<file path="src/rtl/mips_defs.sv">
// Shared MIPS memory-stage definitions: opcodes, exception codes, FSM state
// encoding and small decode helpers used by the memory controller.
package mips_defs;

  localparam logic [5:0] OP_LB  = 6'h20;
  localparam logic [5:0] OP_LH  = 6'h21;
  localparam logic [5:0] OP_LW  = 6'h23;
  localparam logic [5:0] OP_LBU = 6'h24;
  localparam logic [5:0] OP_LHU = 6'h25;
  localparam logic [5:0] OP_SB  = 6'h28;
  localparam logic [5:0] OP_SH  = 6'h29;
  localparam logic [5:0] OP_SW  = 6'h2b;

  localparam logic [1:0] EXC_NONE    = 2'b00;
  localparam logic [1:0] EXC_ADEL    = 2'b01;
  localparam logic [1:0] EXC_ADES    = 2'b10;
  localparam logic [1:0] EXC_TIMEOUT = 2'b11;

  localparam logic [1:0] ST_IDLE = 2'd0;
  localparam logic [1:0] ST_BUSY = 2'd1;
  localparam logic [1:0] ST_DONE = 2'd2;

  function automatic logic is_load(input logic [5:0] op);
    return (op == OP_LW) || (op == OP_LH) || (op == OP_LHU) ||
           (op == OP_LB) || (op == OP_LBU);
  endfunction

  function automatic logic is_store(input logic [5:0] op);
    return (op == OP_SW) || (op == OP_SH) || (op == OP_SB);
  endfunction

  // Word ops need a 4-byte aligned address, half ops a 2-byte aligned one.
  function automatic logic is_misaligned(input logic [5:0] op, input logic [1:0] ar_lo);
    logic mis;
    mis = 1'b0;
    case (op)
      OP_LW, OP_SW:         mis = (ar_lo != 2'b00);
      OP_LH, OP_LHU, OP_SH: mis = ar_lo[0];
      default:              mis = 1'b0;
    endcase
    return mis;
  endfunction

  function automatic logic [3:0] byte_en(input logic [5:0] op, input logic [1:0] ar_lo);
    logic [3:0] be;
    be = 4'b1111;
    case (op)
      OP_SH:   be = ar_lo[1] ? 4'b1100 : 4'b0011;
      OP_SB:   be = 4'b0001 << ar_lo;
      default: be = 4'b1111;
    endcase
    return be;
  endfunction

  // Replicate narrow store data across lanes so the byte enables pick the lane.
  function automatic logic [31:0] write_data(input logic [5:0] op, input logic [31:0] v2);
    logic [31:0] wd;
    wd = v2;
    case (op)
      OP_SH:   wd = {2{v2[15:0]}};
      OP_SB:   wd = {4{v2[7:0]}};
      default: wd = v2;
    endcase
    return wd;
  endfunction

endpackage

</file>
<file path="src/rtl/m_load_ext.sv">
// Selects the addressed half/byte of a loaded word and sign/zero extends it.
module m_load_ext
  import mips_defs::*;
(
  input  logic [5:0]  op,
  input  logic [1:0]  ar_lo,
  input  logic [31:0] word,
  output logic [31:0] ldata
);

  logic [15:0] half_sel;
  logic [7:0]  byte_sel;

  // Lane selection by address bits, then extension by load type.
  always_comb begin
    half_sel = ar_lo[1] ? word[31:16] : word[15:0];
    case (ar_lo)
      2'd0:    byte_sel = word[7:0];
      2'd1:    byte_sel = word[15:8];
      2'd2:    byte_sel = word[23:16];
      default: byte_sel = word[31:24];
    endcase
    case (op)
      OP_LW:   ldata = word;
      OP_LH:   ldata = {{16{half_sel[15]}}, half_sel};
      OP_LHU:  ldata = {16'h0, half_sel};
      OP_LB:   ldata = {{24{byte_sel[7]}}, byte_sel};
      OP_LBU:  ldata = {24'h0, byte_sel};
      default: ldata = 32'h0;
    endcase
  end

endmodule

</file>
<file path="src/rtl/m_mem_ctrl.sv">
// M-stage memory controller: issues one bus access per load/store, stalls the
// pipeline until the access finishes, and reports alignment/timeout exceptions.
// Bus handshake: mem_req and its address/data/enables are held constant from
// the first BUSY cycle until the cycle mem_ready=1; mem_ready outside BUSY has
// no effect.
module m_mem_ctrl
  import mips_defs::*;
#(
  parameter int TIMEOUT_CYCLES = 255
) (
  input  logic        clk,
  input  logic        reset,
  input  logic [31:0] M_instr,
  input  logic [31:0] M_AR,
  input  logic [31:0] M_V2,
  output logic        mem_req,
  output logic        mem_we,
  output logic [31:0] mem_addr,
  output logic [3:0]  mem_be,
  output logic [31:0] mem_wdata,
  input  logic        mem_ready,
  input  logic [31:0] mem_rdata,
  output logic        m_stall,
  output logic [31:0] m_ldata,
  output logic [1:0]  m_exc,
  output logic [1:0]  dbg_state
);

  localparam int CNT_W = $clog2(TIMEOUT_CYCLES + 1);
  localparam logic [CNT_W-1:0] TO_LAST = CNT_W'(TIMEOUT_CYCLES - 1);

  logic [1:0]       state;
  logic [5:0]       op;
  logic             op_is_load;
  logic             op_is_mem;
  logic [5:0]       op_q;
  logic [1:0]       ar_lo_q;
  logic [31:0]      rdata_q;
  logic [1:0]       exc_q;
  logic [CNT_W-1:0] wait_cnt;
  logic [31:0]      ext_data;
  logic             unused_instr_bits;

  assign op                = M_instr[31:26];
  assign op_is_load        = is_load(op);
  assign op_is_mem         = op_is_load || is_store(op);
  assign unused_instr_bits = ^M_instr[25:0];
  assign dbg_state         = state;

  // Access sequencing: IDLE issues or faults, BUSY waits for ready/timeout,
  // DONE presents the result for exactly one cycle.
  always_ff @(posedge clk) begin
    if (reset) begin
      state     <= ST_IDLE;
      mem_req   <= 1'b0;
      mem_we    <= 1'b0;
      mem_addr  <= 32'h0;
      mem_be    <= 4'b0000;
      mem_wdata <= 32'h0;
      op_q      <= 6'h0;
      ar_lo_q   <= 2'b00;
      rdata_q   <= 32'h0;
      exc_q     <= EXC_NONE;
      wait_cnt  <= '0;
    end else begin
      case (state)
        ST_IDLE: begin
          if (op_is_mem) begin
            op_q     <= op;
            ar_lo_q  <= M_AR[1:0];
            rdata_q  <= 32'h0;
            wait_cnt <= '0;
            if (is_misaligned(op, M_AR[1:0])) begin
              exc_q <= op_is_load ? EXC_ADEL : EXC_ADES;
              state <= ST_DONE;
            end else begin
              exc_q     <= EXC_NONE;
              mem_req   <= 1'b1;
              mem_we    <= ~op_is_load;
              mem_addr  <= {M_AR[31:2], 2'b00};
              mem_be    <= byte_en(op, M_AR[1:0]);
              mem_wdata <= write_data(op, M_V2);
              state     <= ST_BUSY;
            end
          end
        end
        ST_BUSY: begin
          // A ready in the final counted cycle still completes normally.
          if (mem_ready) begin
            rdata_q <= mem_rdata;
            mem_req <= 1'b0;
            state   <= ST_DONE;
          end else if (wait_cnt == TO_LAST) begin
            mem_req <= 1'b0;
            exc_q   <= EXC_TIMEOUT;
            state   <= ST_DONE;
          end else begin
            wait_cnt <= wait_cnt + 1'b1;
          end
        end
        ST_DONE: state <= ST_IDLE;
        default: state <= ST_IDLE;
      endcase
    end
  end

  m_load_ext u_load_ext (
    .op    (op_q),
    .ar_lo (ar_lo_q),
    .word  (rdata_q),
    .ldata (ext_data)
  );

  // Results are only visible during DONE; faulted or store accesses return 0.
  always_comb begin
    m_stall = op_is_mem && (state != ST_DONE);
    m_exc   = (state == ST_DONE) ? exc_q : EXC_NONE;
    m_ldata = ((state == ST_DONE) && is_load(op_q) && (exc_q == EXC_NONE)) ? ext_data : 32'h0;
  end

endmodule

</file>
<file path="config.mk">
export PLATFORM = sky130hd
export DESIGN_NAME = m_mem_ctrl
export DESIGN_NICKNAME = d
export VERILOG_FILES = /design/src/rtl/mips_defs.sv /design/src/rtl/m_load_ext.sv /design/src/rtl/m_mem_ctrl.sv
export SDC_FILE = /design/constraint.sdc
export NUM_CORES = 1
export LEC_CHECK = 0
export CORE_ASPECT_RATIO = 0.75
export CORE_MARGIN = 2
export CORE_UTILIZATION = 35
export CTS_CLUSTER_DIAMETER = 120
export DETAILED_ROUTE_END_ITERATION = 10
export PLACE_DENSITY = 0.69
export SYNTH_ARGS = -nofsm -noshare
export SYNTH_HDL_FRONTEND = slang
export SYNTH_SLANG_ARGS = --single-unit
</file>
<file path="constraint.sdc">
create_clock -name clk -period 2.1 [get_ports clk]
set_input_delay 0.42 -clock clk [delete_from_list [all_inputs] [get_ports clk]]
set_output_delay 0.42 -clock clk [all_outputs]
set_load 0.1 [all_outputs]
</file>
Word-level counts from Yosys, hierarchy flattened:

Cells that the tools add are included.

* reductions and logical operators: 28
* shift operators: 1
* add/subtract/negate cells: 1
* div/mod/pow operators: 0
* mux-type cells: 35
* equality and inequality tests: 26
* multiply operators: 0
* order comparisons: 0
* bitwise logic cells: 2

Operators with widths (number)
* 32-bit one-hot mux with 5 select lines: 1
* 32-bit one-hot mux with 2 select lines: 2
* 32-bit two-way mux: 3
* 6-bit == test, second input constant: 13
* 8-bit two-way mux: 3
* 8-bit one-hot mux with 3 select lines: 1
* 2-bit two-way mux: 10
* 16-bit two-way mux: 1
* 8-bit one-hot mux with 2 select lines: 1
* 2-bit != test, second input constant: 7
* 4-bit AND reduction: 3
* 1-bit logical OR: 11
* 8-bit by 1-bit adder with 8-bit output, second input constant: 1
* 8-bit == test, second input constant: 1
* 2-bit one-hot mux with 2 select lines: 2
* 4-bit one-hot mux with 2 select lines: 1
* 1-bit two-way mux: 7
* 2-bit logical NOT: 3
* 3-bit AND reduction: 2
* 2-bit by 1-bit == test with 1-bit output, second input constant: 2
* 2-bit == test, second input constant: 2
* 4-bit two-way mux: 1
* 1-bit one-hot mux with 2 select lines: 2
* 2-bit AND reduction: 2
* other kinds (7): 11

* logic and storage cells: 104
* bits in read-only memories: 0
* bits in latches: 0
* input bits: 131
* RAM bits: 0
* output and inout port bits: 107
* memories: 0
* register bits after elaboration: 120

Longest topological paths before layout:

* word-level depth: 12
* gate-level depth with buffers: 8

Modules after synthesis:

Synthesis repeated with hierarchy kept, for this count alone.

* cell total of the unflattened synthesis: 729
* area, all modules: 6249.7 um^2

Modules (own cells, without submodules)
* m_mem_ctrl: seq. area each 2402.3 um^2, cells an instance 655, instances 1, area each 5497.8 um^2
* m_load_ext: seq. area each 0.0 um^2, cells an instance 74, instances 1, area each 752.0 um^2

Least setup slack after synthesis:

OpenSTA, ideal clock, no wires.

* path kind: reg2out
* start point: register state[0], in the netlist dbg_state[0]
* end point: output port m_stall
* arrival time: 3.612 ns
* data required time: 1.680 ns
* buffers on the path: 1
* path slack: -1.932 ns
* stages on the path, launching flop included: 4
* path through: dfxtp_1 buf_2 nor2b_1 a211oi_1

* longest elaborated chain between the ends: 2

Ends and longest elaborated chain
* from (decl): RTL line m_mem_ctrl.sv:32 `logic [1:0] state;`
* from (signal assigned): RTL line m_mem_ctrl.sv:54 `state <= ST_IDLE;`
* from (signal assigned): RTL line m_mem_ctrl.sv:75 `state <= ST_DONE;`
* from (signal assigned): RTL line m_mem_ctrl.sv:83 `state <= ST_BUSY;`
* 2-bit != test: RTL line m_mem_ctrl.sv:116 `m_stall = op_is_mem && (state != ST_DONE);`
* 1-bit logical AND: RTL line m_mem_ctrl.sv:116
* to (decl): RTL line m_mem_ctrl.sv:23 `output logic m_stall,`

No other way between the ends.

Final worst setup path:

* start point: register op_q[1]
* end point: output port m_ldata[8]

* longest elaborated chain between the ends: 8
* elaborated cells between the ends (all ways): 13

Ends and longest elaborated chain
* from (decl): RTL line m_mem_ctrl.sv:36 `logic [5:0] op_q;`
* from (signal assigned): RTL line m_mem_ctrl.sv:69 `op_q <= op;`
* 6-bit == test: RTL line mips_defs.sv:24, m_load_ext.sv:23
* 1-bit logical OR (3 in series): RTL line mips_defs.sv:24 `return (op == OP_LW) || (op == OP_LH) || (op == OP_LHU) ||`
* 1-bit logical OR: RTL line mips_defs.sv:25 `(op == OP_LB) || (op == OP_LBU);`
* 1-bit logical AND (2 in series): RTL line m_mem_ctrl.sv:118 `m_ldata = ((state == ST_DONE) && is_load(op_q) && (exc_q == EXC_NONE)) ? ext_data : 32'h0;`
* 32-bit two-way mux *: RTL line m_mem_ctrl.sv:118
* to (decl): RTL line m_mem_ctrl.sv:24 `output logic [31:0] m_ldata,`

Mark *: on every way between the ends. The rest lies on a longest branch, timed or not.

==> results.toml <==
[synthesis]
synthTopCellsByCount = "nand2_1 (136), dfxtp_1 (120), a21oi_1 (89)"
synthArstFlopShare_pct = 0
synth.largest_area_cell = "dfxtp_1"
ys_ff_latch = 120
post-synth-top-count-cell = "nand2_1"
yosysTopAreaCellShare_pct = 44.0
synth_area_leaders = "dfxtp_1 (44%), nand2_1 (9.4%), a21oi_1 (8.2%)"
avgSynthCellArea_um2 = 8.29
ys_warn_count = 0
synth_area_mm2 = 0.00545
synth.distinct_cells = 47
synth-main-ff-cell = "dfxtp_1"
syn_inst = 658
seq_area_frac_synth_pct = 44.0
synth-edff-count = 0

[worst_setup_path]
critPathBufInv = 2
worstPathMaxFanout = 8
crit_path_end_kind = "primary output"
crit_type = "register to primary output"
start_kind = "register"
max_stage_delay_ns = 0.55
critical_path_required_ns = 1.68
crit_top_cell = "buf_12"
cp_top_family = "simple AND/OR/NAND/NOR gates"
crit_chain = "or4b_4 > nor2_4 > o211ai_1 > or2_1 > buf_12 > a21oi_4 > buf_12"
cp_slowest_cell = "or4b_4"
worst_ep_arrival_time_ns = 2.31

[clock_network]
htreeDepth = 4
cts_buffer_depth = 2
hold_buffers = 0
root_buffer = "clkbuf_16"
clkTransAtPathRegs_ns = 0.06
cts_tree = "yes"
numCtsBuffers = 17
cts_sinks = 120
clk_latency_ns = 0.41

[final_layout]
layout-drive-gt1-share_pct = 31.0
final_util_pct = 63.2
area_growth_pct = 76.4
fin_area_mm2 = 0.00962
fill_cells = 1285
nets = 1036
antenna_cells = 0

[placement]
placed_area_mm2 = 0.00875
hpwl_mm = 13.4
io_buffers = 209
gp_congestion = 0.847

[grt]
grtUsageTotal_pct = 23.4
antenna_found_initial = 0
grt_pass1_vias = 5712
grt_max_degree = 61
grt_pass1_wl_mm = 30.7
grt_remaining_overflow = 0

[floorplanning]
dieArea_mm2 = 0.0166
start_util_pct = 35.8
core-area_mm2 = 0.0152
num_rows = 39
chipHeight_um = 112
io_pins = 238
die_w_um = 148

[power_and_ir_drop]
leakage_nw = 3.57
p_per_area_mw_per_mm2 = 699
peakVddDrop_mv = 0.537

[timing]
post-route-period-util_pct = 130
min_period_ns = 2.73
hold_viol = 0
setup_viol = 32
setup_slack_ns = -0.627
fmax_mhz = 367
rsz0062_at_grt = "true"
skew_ns = 0.0183
maxSlewViolCount = 0
whs_ns = 0.412

[route]
drt-total-wl_mm = 19.1
ant_nets = 0
viasPerCell = 5.15
wl_per_cell_um = 17.1
detail_route.iter0.violations = 454
drc = 0
dr.pass1.iters = 7
num_vias = 5771

[worst_hold_path]
min_path_type = "input pin to register"

[status]
violations = "negative setup slack"
outcome = "complete, but fails checks"

[run]
maxCapViolations = 0
registers in the layout, summed over array words and instances (netlist names):
register and flops:
exc_q 2, ar_lo_q 2, op_q 6, wait_cnt 8, mem_be 4, mem_wdata 32, dbg_state 2, mem_we 1
mem_addr 30, mem_req 1, rdata_q 32
what timing repair did:
action	4_1_cts	5_1_grt
cloned	4	0
resized for setup	35	6
setup endpoints to repair	33	33
buffers inserted	6	1
pin swaps	11	3
worst reg2reg max path, cell delays in order (launching register included):
cell      delay [ns]
dfxtp_4         0.35
buf_4           0.16
nor2b_1         0.26
o211ai_2        0.21
buf_4           0.20
a21oi_1         0.21
xnor2_1         0.17
nor2_1          0.06
cell type report:
class / instances / area [um2] / area share [%]
multi-input combinational: 477 / 3280 / 34.1
timing repair buffer: 280 / 3010 / 31.3
sequential: 120 / 2420 / 25.1
clock buffer: 18 / 439 / 4.57
tap: 205 / 256 / 2.67
clock inverter: 14 / 183 / 1.90
inverter: 7 / 26.3 / 0.273
report_power, final:
part           switching [W]  total [W]  internal (W)
Clock                0.00115    0.00308       0.00193
Combinational       0.000808    0.00125      0.000437
Sequential         0.0000498    0.00241       0.00236
cell usage in the layout, fill, tap and decap left out, types with 8 or more instances in the layout:
master,count
a211oi_1,18
a21oi_1,58
a21oi_4,31
a22oi_1,43
buf_12,48
buf_4,126
clkbuf_16,18
clkdlybuf4s50_1,99
dfxtp_1,114
mux2i_1,25
nand2_1,128
nor2_1,75
nor3_1,8
o211ai_1,10
per-stage QoR:
stage / setup TNS [ns] / total power, W / cells / setup WS (ns)
after floorplan: -13.17 / 0.00321 / 659 / -0.499
after global routing: -18.73 / 0.00696 / 1121 / -0.714
after global placement: -25.10 / 0.00368 / 1080 / -0.262
after CTS: -16.62 / 0.00678 / 1122 / -0.646
after detailed placement: -28.91 / 0.00368 / 1080 / -0.309
final: -15.59 / 0.00673 / 1121 / -0.627
logic make-up after synthesis:
kind of cell,Yosys count,share of synthesized area (%)
AND/OR/NAND/NOR,245,18.7
AO/OA/AOI/OAI,189,22.8
other,1,0.0688
buffers and inverters,62,5.28
adder cells (fa/ha/maj),2,0.459
XOR/XNOR,6,0.964
multiplexers,33,7.69
flip-flops,120,44.0
per-layer routing:
layer	share of wire [%]	track usage, %	wire length, um	up-vias
li1	-	-	-	2810
met1	46	32.9	8880	2709
met2	44	35.6	8470	229
met3	7.9	6.59	1520	23
met4	1.4	5.84	276	0
met5	0	0	0	-
final timing paths:
check | startpoint | to | slack, ns | cells after the start
max | op_q[1] | m_ldata[8] | -0.63 | 7
min | reset | rdata_q[26] | 0.41 | 2
max reg2reg | dbg_state[0] | wait_cnt[4] | 0.37 | 7
min reg2reg | op_q[4] | op_q[4] | 0.45 | 2
No activity file was read; power rests on OpenSTA's default activity.
